File: config.mk
export PLATFORM = sky130hd
export DESIGN_NAME = dr_tx_bridge
export DESIGN_NICKNAME = d
export VERILOG_FILES = /design/src/rtl/dr_tx_bridge.sv
export SDC_FILE = /design/constraint.sdc
export NUM_CORES = 1
export LEC_CHECK = 0
export CAP_MARGIN = 20
export CELL_PAD_IN_SITES_DETAIL_PLACEMENT = 0
export CELL_PAD_IN_SITES_GLOBAL_PLACEMENT = 1
export CORE_MARGIN = 4
export CORE_UTILIZATION = 35
export DETAILED_ROUTE_END_ITERATION = 6
export MAX_ROUTING_LAYER = met4
export PLACE_DENSITY = 0.92
export SLEW_MARGIN = 20
export SYNTH_ARGS = -nofsm -noshare
export SYNTH_HDL_FRONTEND = slang
export SYNTH_SLANG_ARGS = --single-unit
export TNS_END_PERCENT = 20
File: constraint.sdc
create_clock -name clk -period 2.76 [get_ports clk]
set_input_delay 0.414 -clock clk [delete_from_list [all_inputs] [get_ports clk]]
set_output_delay 0.414 -clock clk [all_outputs]
set_load 0.01 [all_outputs]
File: src/rtl/dr_tx_bridge.sv
// dr_tx_bridge: clocked-to-dual-rail injector for the first asynchronous
// dual-rail pipeline stage. Accepts words on a valid/ready handshake, drives
// each bit as a dual-rail pair from a flop, and runs a 4-phase return-to-null
// protocol against a synchronized downstream acknowledge.
//
// Optional feature macro: DR_TX_TIMEOUT_EN
//   defined   -> saturating watchdog counter sets the sticky err flag when the
//                bridge waits TIMEOUT_CYCLES cycles in WAIT_ACK or WAIT_NULL
//   undefined -> no watchdog, err tied low
module dr_tx_bridge #(
   parameter int WIDTH          = 8,
   parameter int SYNC_STAGES    = 2,
   parameter int TIMEOUT_CYCLES = 255
) (
   input  logic                 clk,
   input  logic                 rst,
   input  logic                 in_valid,
   output logic                 in_ready,
   input  logic [WIDTH-1:0]     in_data,
   output logic [2*WIDTH-1:0]   dr_out,
   input  logic                 ack_in,
   output logic                 err
);

   typedef enum logic [1:0] {
      WAIT_NULL = 2'd0,
      IDLE      = 2'd1,
      WAIT_ACK  = 2'd2
   } state_t;

   state_t                 state;
   logic [SYNC_STAGES-1:0] ack_sync;
   logic                   ack_s;

   // Dual-rail encoding: true rail carries the bit, false rail its complement.
   function automatic logic [2*WIDTH-1:0] dr_encode(input logic [WIDTH-1:0] d);
      logic [2*WIDTH-1:0] e;
      e = '0;
      for (int i = 0; i < WIDTH; i++) begin
         e[2*i+1] = d[i];
         e[2*i]   = ~d[i];
      end
      return e;
   endfunction

   // Acknowledge synchronizer; flops reset high because the downstream stage
   // comes out of reset holding a token with its ack asserted.
   always_ff @(posedge clk or posedge rst) begin
      if (rst) begin
         ack_sync <= '1;
      end else begin
         ack_sync <= {ack_sync[SYNC_STAGES-2:0], ack_in};
      end
   end

   assign ack_s = ack_sync[SYNC_STAGES-1];

   // Return-to-null handshake FSM; dr_out and in_ready are driven from flops.
   always_ff @(posedge clk or posedge rst) begin
      if (rst) begin
         state    <= WAIT_NULL;
         dr_out   <= '0;
         in_ready <= 1'b0;
      end else begin
         case (state)
            WAIT_NULL: begin
               if (!ack_s) begin
                  state    <= IDLE;
                  in_ready <= 1'b1;
               end else begin
                  state    <= WAIT_NULL;
               end
            end
            IDLE: begin
               if (in_valid) begin
                  dr_out   <= dr_encode(in_data);
                  in_ready <= 1'b0;
                  state    <= WAIT_ACK;
               end else begin
                  state    <= IDLE;
               end
            end
            WAIT_ACK: begin
               if (ack_s) begin
                  dr_out <= '0;
                  state  <= WAIT_NULL;
               end else begin
                  state  <= WAIT_ACK;
               end
            end
            default: begin
               state    <= WAIT_NULL;
               dr_out   <= '0;
               in_ready <= 1'b0;
            end
         endcase
      end
   end

`ifdef DR_TX_TIMEOUT_EN
   localparam int            CW    = $clog2(TIMEOUT_CYCLES + 1);
   localparam logic [CW-1:0] LIMIT = CW'(TIMEOUT_CYCLES);
   localparam logic [CW-1:0] ONE   = CW'(1);

   logic [CW-1:0] wd_cnt;
   logic          state_move;

   // Flags the edges on which the FSM leaves its current state.
   always_comb begin
      state_move = 1'b0;
      case (state)
         WAIT_NULL: state_move = !ack_s;
         IDLE:      state_move = in_valid;
         WAIT_ACK:  state_move = ack_s;
         default:   state_move = 1'b1;
      endcase
   end

   // Watchdog: counts waiting cycles, clears on state entry, saturates, and
   // latches err when the limit is reached. It never forces a transition.
   always_ff @(posedge clk or posedge rst) begin
      if (rst) begin
         wd_cnt <= '0;
         err    <= 1'b0;
      end else if (state_move) begin
         wd_cnt <= '0;
      end else if ((state != IDLE) && (wd_cnt != LIMIT)) begin
         wd_cnt <= wd_cnt + ONE;
         if (wd_cnt == (LIMIT - ONE)) begin
            err <= 1'b1;
         end else begin
            err <= err;
         end
      end else begin
         wd_cnt <= wd_cnt;
      end
   end
`else
   assign err = 1'b0;
`endif

endmodule

==> impl_metrics.json, run 1 <==
{
  "drt_wl_total_um": 1520,
  "wire_per_inst_um": 13.7,
  "fill_cells": 188,
  "place_ws_ps": 881,
  "viasPerCell": 4.77,
  "die_area_sq_um": 3050,
  "status": "completed",
  "avgSynthCellArea_sq_um": 13.9,
  "crit_fanout": 2,
  "tightestPinTransition_ps": 747,
  "setup_viol_count_final": 0,
  "cts_made_buffers": 3,
  "hold_buffers": 0,
  "gp_congestion": 0.703,
  "end_kind": "output port",
  "crit_buf_inv": 1,
  "grt_max_degree": 22,
  "required_ps": 2350,
  "slowest_stage": "clkdlybuf4s50_1",
  "overflow": 0,
  "clock-root-buffer": "clkbuf_4",
  "coreArea_sq_um": 2040,
  "rsz0062_at_grt": "false",
  "dp_hpwl_um": 1090,
  "yosysWarnings": 0,
  "cts_tree": "done",
  "grt_usage_pct": 11.9,
  "htreeDepth": 1,
  "timing.setup.tns_ps": 0,
  "worst_ep_arrival_time_ps": 1230,
  "start_kind": "flop",
  "firstDrtPassIters": 3,
  "post-cts-setup-buffer-count": 0,
  "vias": 530,
  "drt_iter0_markers": 2,
  "placed_area_sq_um": 1070,
  "p_seq_share_pct": 44.8,
  "numPortBuffers": 28,
  "grt_pass1_wl_um": 2460,
  "rows": 16,
  "min_period_ps": 1640,
  "vdd_drop_max_v": 0.000511,
  "pwr-share-clk_pct": 12.7,
  "ant_nets": 0,
  "crit_family": "buffers and inverters",
  "area_growth_pct": 40.3,
  "final_nets": 97,
  "drive_gt1_share_pct": 9.52,
  "ys_seq_area_share_pct": 67.7,
  "synthCells": 56,
  "intPower_uw": 761,
  "p_sw_share_pct": 32.3,
  "dieHeight_um": 55.2,
  "ff_latch_area_sq_um": 528,
  "setup_ws_ps": 1120,
  "drc": 0,
  "finClkSkew_ps": 5.49,
  "first_global_vias": 540,
  "multi_input_area_sq_um": 213,
  "syn_area_sq_um": 779,
  "finalPower_mw": 1.12,
  "ys_ff_latch": 21,
  "max_stage_delay_ps": 540,
  "fp.dieW_um": 55.2,
  "antenna_found_initial": 0,
  "r2r_setup_slack_ps": 1340,
  "ys_types": 20,
  "postCtsResizedCells": 0,
  "clkSinkCount": 21,
  "drv_slew": 0,
  "max_slew_margin_pct": 50.1,
  "clk_latency_ps": 300,
  "cts_buffer_depth": 2,
  "critical_path_class": "flop to output port",
  "p_switching_uw": 363,
  "ioPinCount": 30,
  "maxCapViolCount": 0,
  "cp_cell_sequence": "clkdlybuf4s50_1",
  "design_area_sq_um": 1090,
  "min_period_over_period_pct": 59.4,
  "hold_viol": 0,
  "initial_core_util_pct": 38.2,
  "clock.fmax_mhz": 610,
  "synth_nets": 68,
  "hold_path.class": "flop to flop",
  "n_antenna_cell": 0,
  "clk_pin_slew_ps": 110,
  "pwr_density_cell_nw_per_um2": 1030,
  "comb_power_share_pct": 42.5,
  "p_leak_nw": 0.482
}
-- synth_stat cells --
cell / count / area [sq um]
dfrtp_1: 19 / 475
a22o_1: 8 / 70.1
o2bb2ai_1: 8 / 70.1
inv_1: 3 / 11.3
dfstp_2: 2 / 52.6
nand2_1: 2 / 7.51
a21oi_1: 1 / 5.00
and2_4: 1 / 8.76
and2b_1: 1 / 7.51
buf_2: 1 / 5.00
buf_4: 1 / 7.51
buf_6: 1 / 11.3
clkbuf_1: 1 / 3.75
conb_1: 1 / 3.75
nand2b_1: 1 / 6.26
nor2_1: 1 / 3.75
nor2b_1: 1 / 6.26
nor3_1: 1 / 5.00
o22ai_1: 1 / 6.26
o22ai_2: 1 / 12.5
-- state kept, by name, summed over array words and instances, names as in the netlist --
signal    cells
state         2
ack_sync      2
dr_out       16
in_ready      1
-- per-stage QoR --
step / utilization, % / hold WS (ps) / std cells
3_5_place_dp: 52.2 / 348 / 107
4_1_cts: 53.6 / 364 / 111
3_3_place_gp: 52.2 / 346 / 107
6_report: 53.6 / 362 / 111
5_1_grt: 53.6 / 370 / 111
2_1_floorplan: - / 345 / 56
-- placed cells by master, fill, tap and decap left out --
cell	n
a22o_1	8
conb_1	1
dfstp_2	2
inv_1	3
nor2b_1	1
o22ai_2	1
and2b_1	1
nand2b_1	1
dfrtp_1	19
nor3_1	1
clkdlybuf4s50_1	28
nand2_1	2
o22ai_1	1
clkinv_2	1
o2bb2ai_1	8
clkbuf_4	3
a21oi_1	1
and2_4	1
nor2_1	1
-- power by group through the flow --
| stage | combinational, mW | sequential, mW | clock, mW |
|---|---|---|---|
| 2_1_floorplan | 0.209 | 0.544 | 0 |
| 3_3_place_gp | 0.477 | 0.507 | 0 |
| 3_5_place_dp | 0.486 | 0.505 | 0 |
| 4_1_cts | 0.485 | 0.506 | 0.144 |
| 5_1_grt | 0.521 | 0.521 | 0.158 |
| 6_report | 0.478 | 0.504 | 0.142 |
-- area by class of cell --
class,instances,share of cell area [%]
Timing Repair Buffer,28,25.6
Clock inverter,1,0.458
Inverter,3,1.03
Clock buffer,3,2.06
Multi-Input combinational cell,28,19.5
Tap cell,27,3.09
Sequential cell,21,48.3
-- routing by layer --
layer,vias to the layer above,part of all wire [%],GRT usage [%]
met3,0,6.7,2.41
met2,22,41,15.2
met5,-,0,-
met4,0,0,3.64
met1,251,52,18.5
li1,257,-,-
-- path summary, 6_finish.rpt --
kind	cells after the start	endpoint	from
worst max register to register	3	dr_out[15]	state[0]
worst min-delay path	0	ack_sync[1]	ack_sync[0]
worst max-delay path	1	dr_out[9]	dr_out[9]
worst min register to register	0	ack_sync[1]	ack_sync[0]
max in group asynchronous	2	state[1]	rst
min in group asynchronous	2	dr_out[4]	rst
-- cell families (layout without fill, tap and decap cells) --
| group | after synthesis | count (layout) | synth area share (%) |
|---|---|---|---|
| compound gates | 19 | 19 | 21.0 |
| flops | 21 | 21 | 67.7 |
| simple gates | 8 | 8 | 5.78 |
| buf+inv | 7 | 35 | 4.97 |
| other cells | 1 | 1 | 0.481 |
No activity file was read; power rests on OpenSTA's default activity.
==> run 2: changes to the inputs <==
- CORE_UTILIZATION: 35 -> 32
- PLACE_DENSITY: 0.92 -> 0.86
- clock period: 2.76 -> 1.6 ns (I/O delays scaled with it)
==> run 2 against run 1 <==
Die area grew 8.0%. Power grew 73%. Sequential cell count is the same. Final cell count grew 1.8%. Combinational power grew 75%. Global-route usage shrank 1.1 points. First-iteration DRC count grew to 6.0 times the previous value. Highest routed layer is now met4. Core utilization shrank 4.7 points. Design area grew 0.69%. Register-to-register slack lost 1200 ps. Worst setup slack lost 990 ps. Critical path type unchanged. Clock power grew 68%.
==> impl_metrics.json, run 2 (same netlist as run 1, synthesis figures left out) <==
{
  "status": "completed",
  "grt_max_degree": 22,
  "drv_slew": 0,
  "largest_reg_flops": 16,
  "grt_pass1_wl_um": 2680,
  "crit-reg2reg-launch": "state[0]",
  "clkSinkCount": 21,
  "ant_nets": 0,
  "drive_gt1_share_pct": 9.41,
  "area_growth_pct": 41.3,
  "stdcell_count": 113,
  "worst_ep_arrival_time_ps": 1230,
  "hold_path.class": "input port to async pin",
  "start_kind": "flop",
  "grt_usage_pct": 10.8,
  "pwr_density_cell_nw_per_um2": 1760,
  "timing.rr.end": "dr_out[9]",
  "gp_congestion": 0.711,
  "wire_per_inst_um": 14.2,
  "numPortBuffers": 28,
  "clock.fmax_mhz": 680,
  "slowest_stage": "clkdlybuf4s50_1",
  "layout_commonest_cell": "clkdlybuf4s50_1",
  "crit_fanout": 2,
  "cts_made_buffers": 3,
  "ioPinCount": 30,
  "die_area_sq_um": 3290,
  "layout_common_cells": "clkdlybuf4s50_1, dfrtp_1, a22o_1, o2bb2ai_1",
  "largest_register": "dr_out",
  "place_ws_ps": -93.4,
  "placed_area_sq_um": 1070,
  "max_slew_margin_pct": 54.5,
  "drc": 0,
  "first_global_vias": 533,
  "clk_pin_slew_ps": 110,
  "dieHeight_um": 57.4,
  "required_ps": 1360,
  "p_leak_nw": 0.484,
  "viasPerCell": 4.88,
  "hold_viol": 0,
  "crit_family": "buffers and inverters",
  "post-cts-setup-buffer-count": 0,
  "worstRegToRegCells": 3,
  "finClkSkew_ps": 0.806,
  "max_stage_delay_ps": 550,
  "clock-root-buffer": "clkbuf_4",
  "drt_iter0_markers": 12,
  "drt_wl_total_um": 1610,
  "r2r_setup_slack_ps": 160,
  "antenna_found_initial": 0,
  "clk_latency_ps": 290,
  "dp_hpwl_um": 1200,
  "vias": 551,
  "maxCapViolCount": 0,
  "n_antenna_cell": 0,
  "hold_buffers": 0,
  "overflow": 0,
  "postCtsResizedCells": 0,
  "critical_path_class": "flop to output port",
  "vdd_drop_max_v": 0.000688,
  "coreArea_sq_um": 2250,
  "rsz0062_at_grt": "false",
  "min_period_over_period_pct": 91.9,
  "crit_buf_inv": 1,
  "cts_tree": "done",
  "end_kind": "output port",
  "cp_cell_sequence": "clkdlybuf4s50_1",
  "min_period_ps": 1470,
  "rows": 17,
  "design_area_sq_um": 1100,
  "final_nets": 98,
  "initial_core_util_pct": 34.6,
  "firstDrtPassIters": 2,
  "setup_ws_ps": 130,
  "largest_registers": "dr_out (16), ack_sync (2), state (2)",
  "tightestPinTransition_ps": 682,
  "fp.dieW_um": 57.4,
  "htreeDepth": 1,
  "placed_cells": 109,
  "setup_viol_count_final": 0,
  "cts_buffer_depth": 2,
  "whs_ps": 277
}
## run 2: cell count changes in the layout (fill, tap and decap cells not counted)
| cell | delta |
|---|---|
| clkbuf_1 | +1 |
| buf_4 | +1 |
| clkinv_2 | -1 |
## run 2: metal layers
metal	GRT usage [%]	wire, um	vias to the layer above	share of wire, %
met5	-	0	-	0
met4	4.97	13	0	0.81
met3	2.94	114	2	7.1
met2	15.3	694	19	43
met1	14.2	788	270	49
li1	-	-	260	-
## run 2: worst max path at each step
stage / slack, ps / cells past startpoint / startpoint / endpoint
detailed placement: -90 / 4 / in_valid / dr_out[7]
global placement: -60 / 4 / in_valid / dr_out[3]
floorplan: 460 / 4 / state[0] / dr_out[1]
CTS: 120 / 1 / dr_out[10] / dr_out[10]
global route: 60 / 3 / state[0] / dr_out[9]
finish: 130 / 1 / dr_out[10] / dr_out[10]
## run 2: per-stage QoR
stage                     total power [mW]  setup TNS [ps]  utilization [%]
after CTS                             1.97               0             48.8
after global routing                  2.06               0             48.8
after detailed placement              1.72            -947             47.7
after global placement                1.70            -432             47.7
after floorplan                       1.30               0                -
final                                 1.94               0             48.8
## run 2: power by group
group	internal [mW]	switching, mW	total, mW
sequential	0.731	0.135	0.866
combinational	0.491	0.344	0.835
clock	0.0968	0.142	0.239
## run 2: final cells by class
cell class              count  area, sq um
multi-input cells          28          213
fillers                   216         1150
well taps                  28         35.0
inverters                   3         11.3
flip-flops and latches     21          528
repair buffers             29          288
clock buffers               4         26.3
==> run 3: changes to the inputs <==
- SKIP_CTS_REPAIR_TIMING: default -> 1
==> results of run 3 <==
Final layout, timing and power as in run 2 (identical DEF).
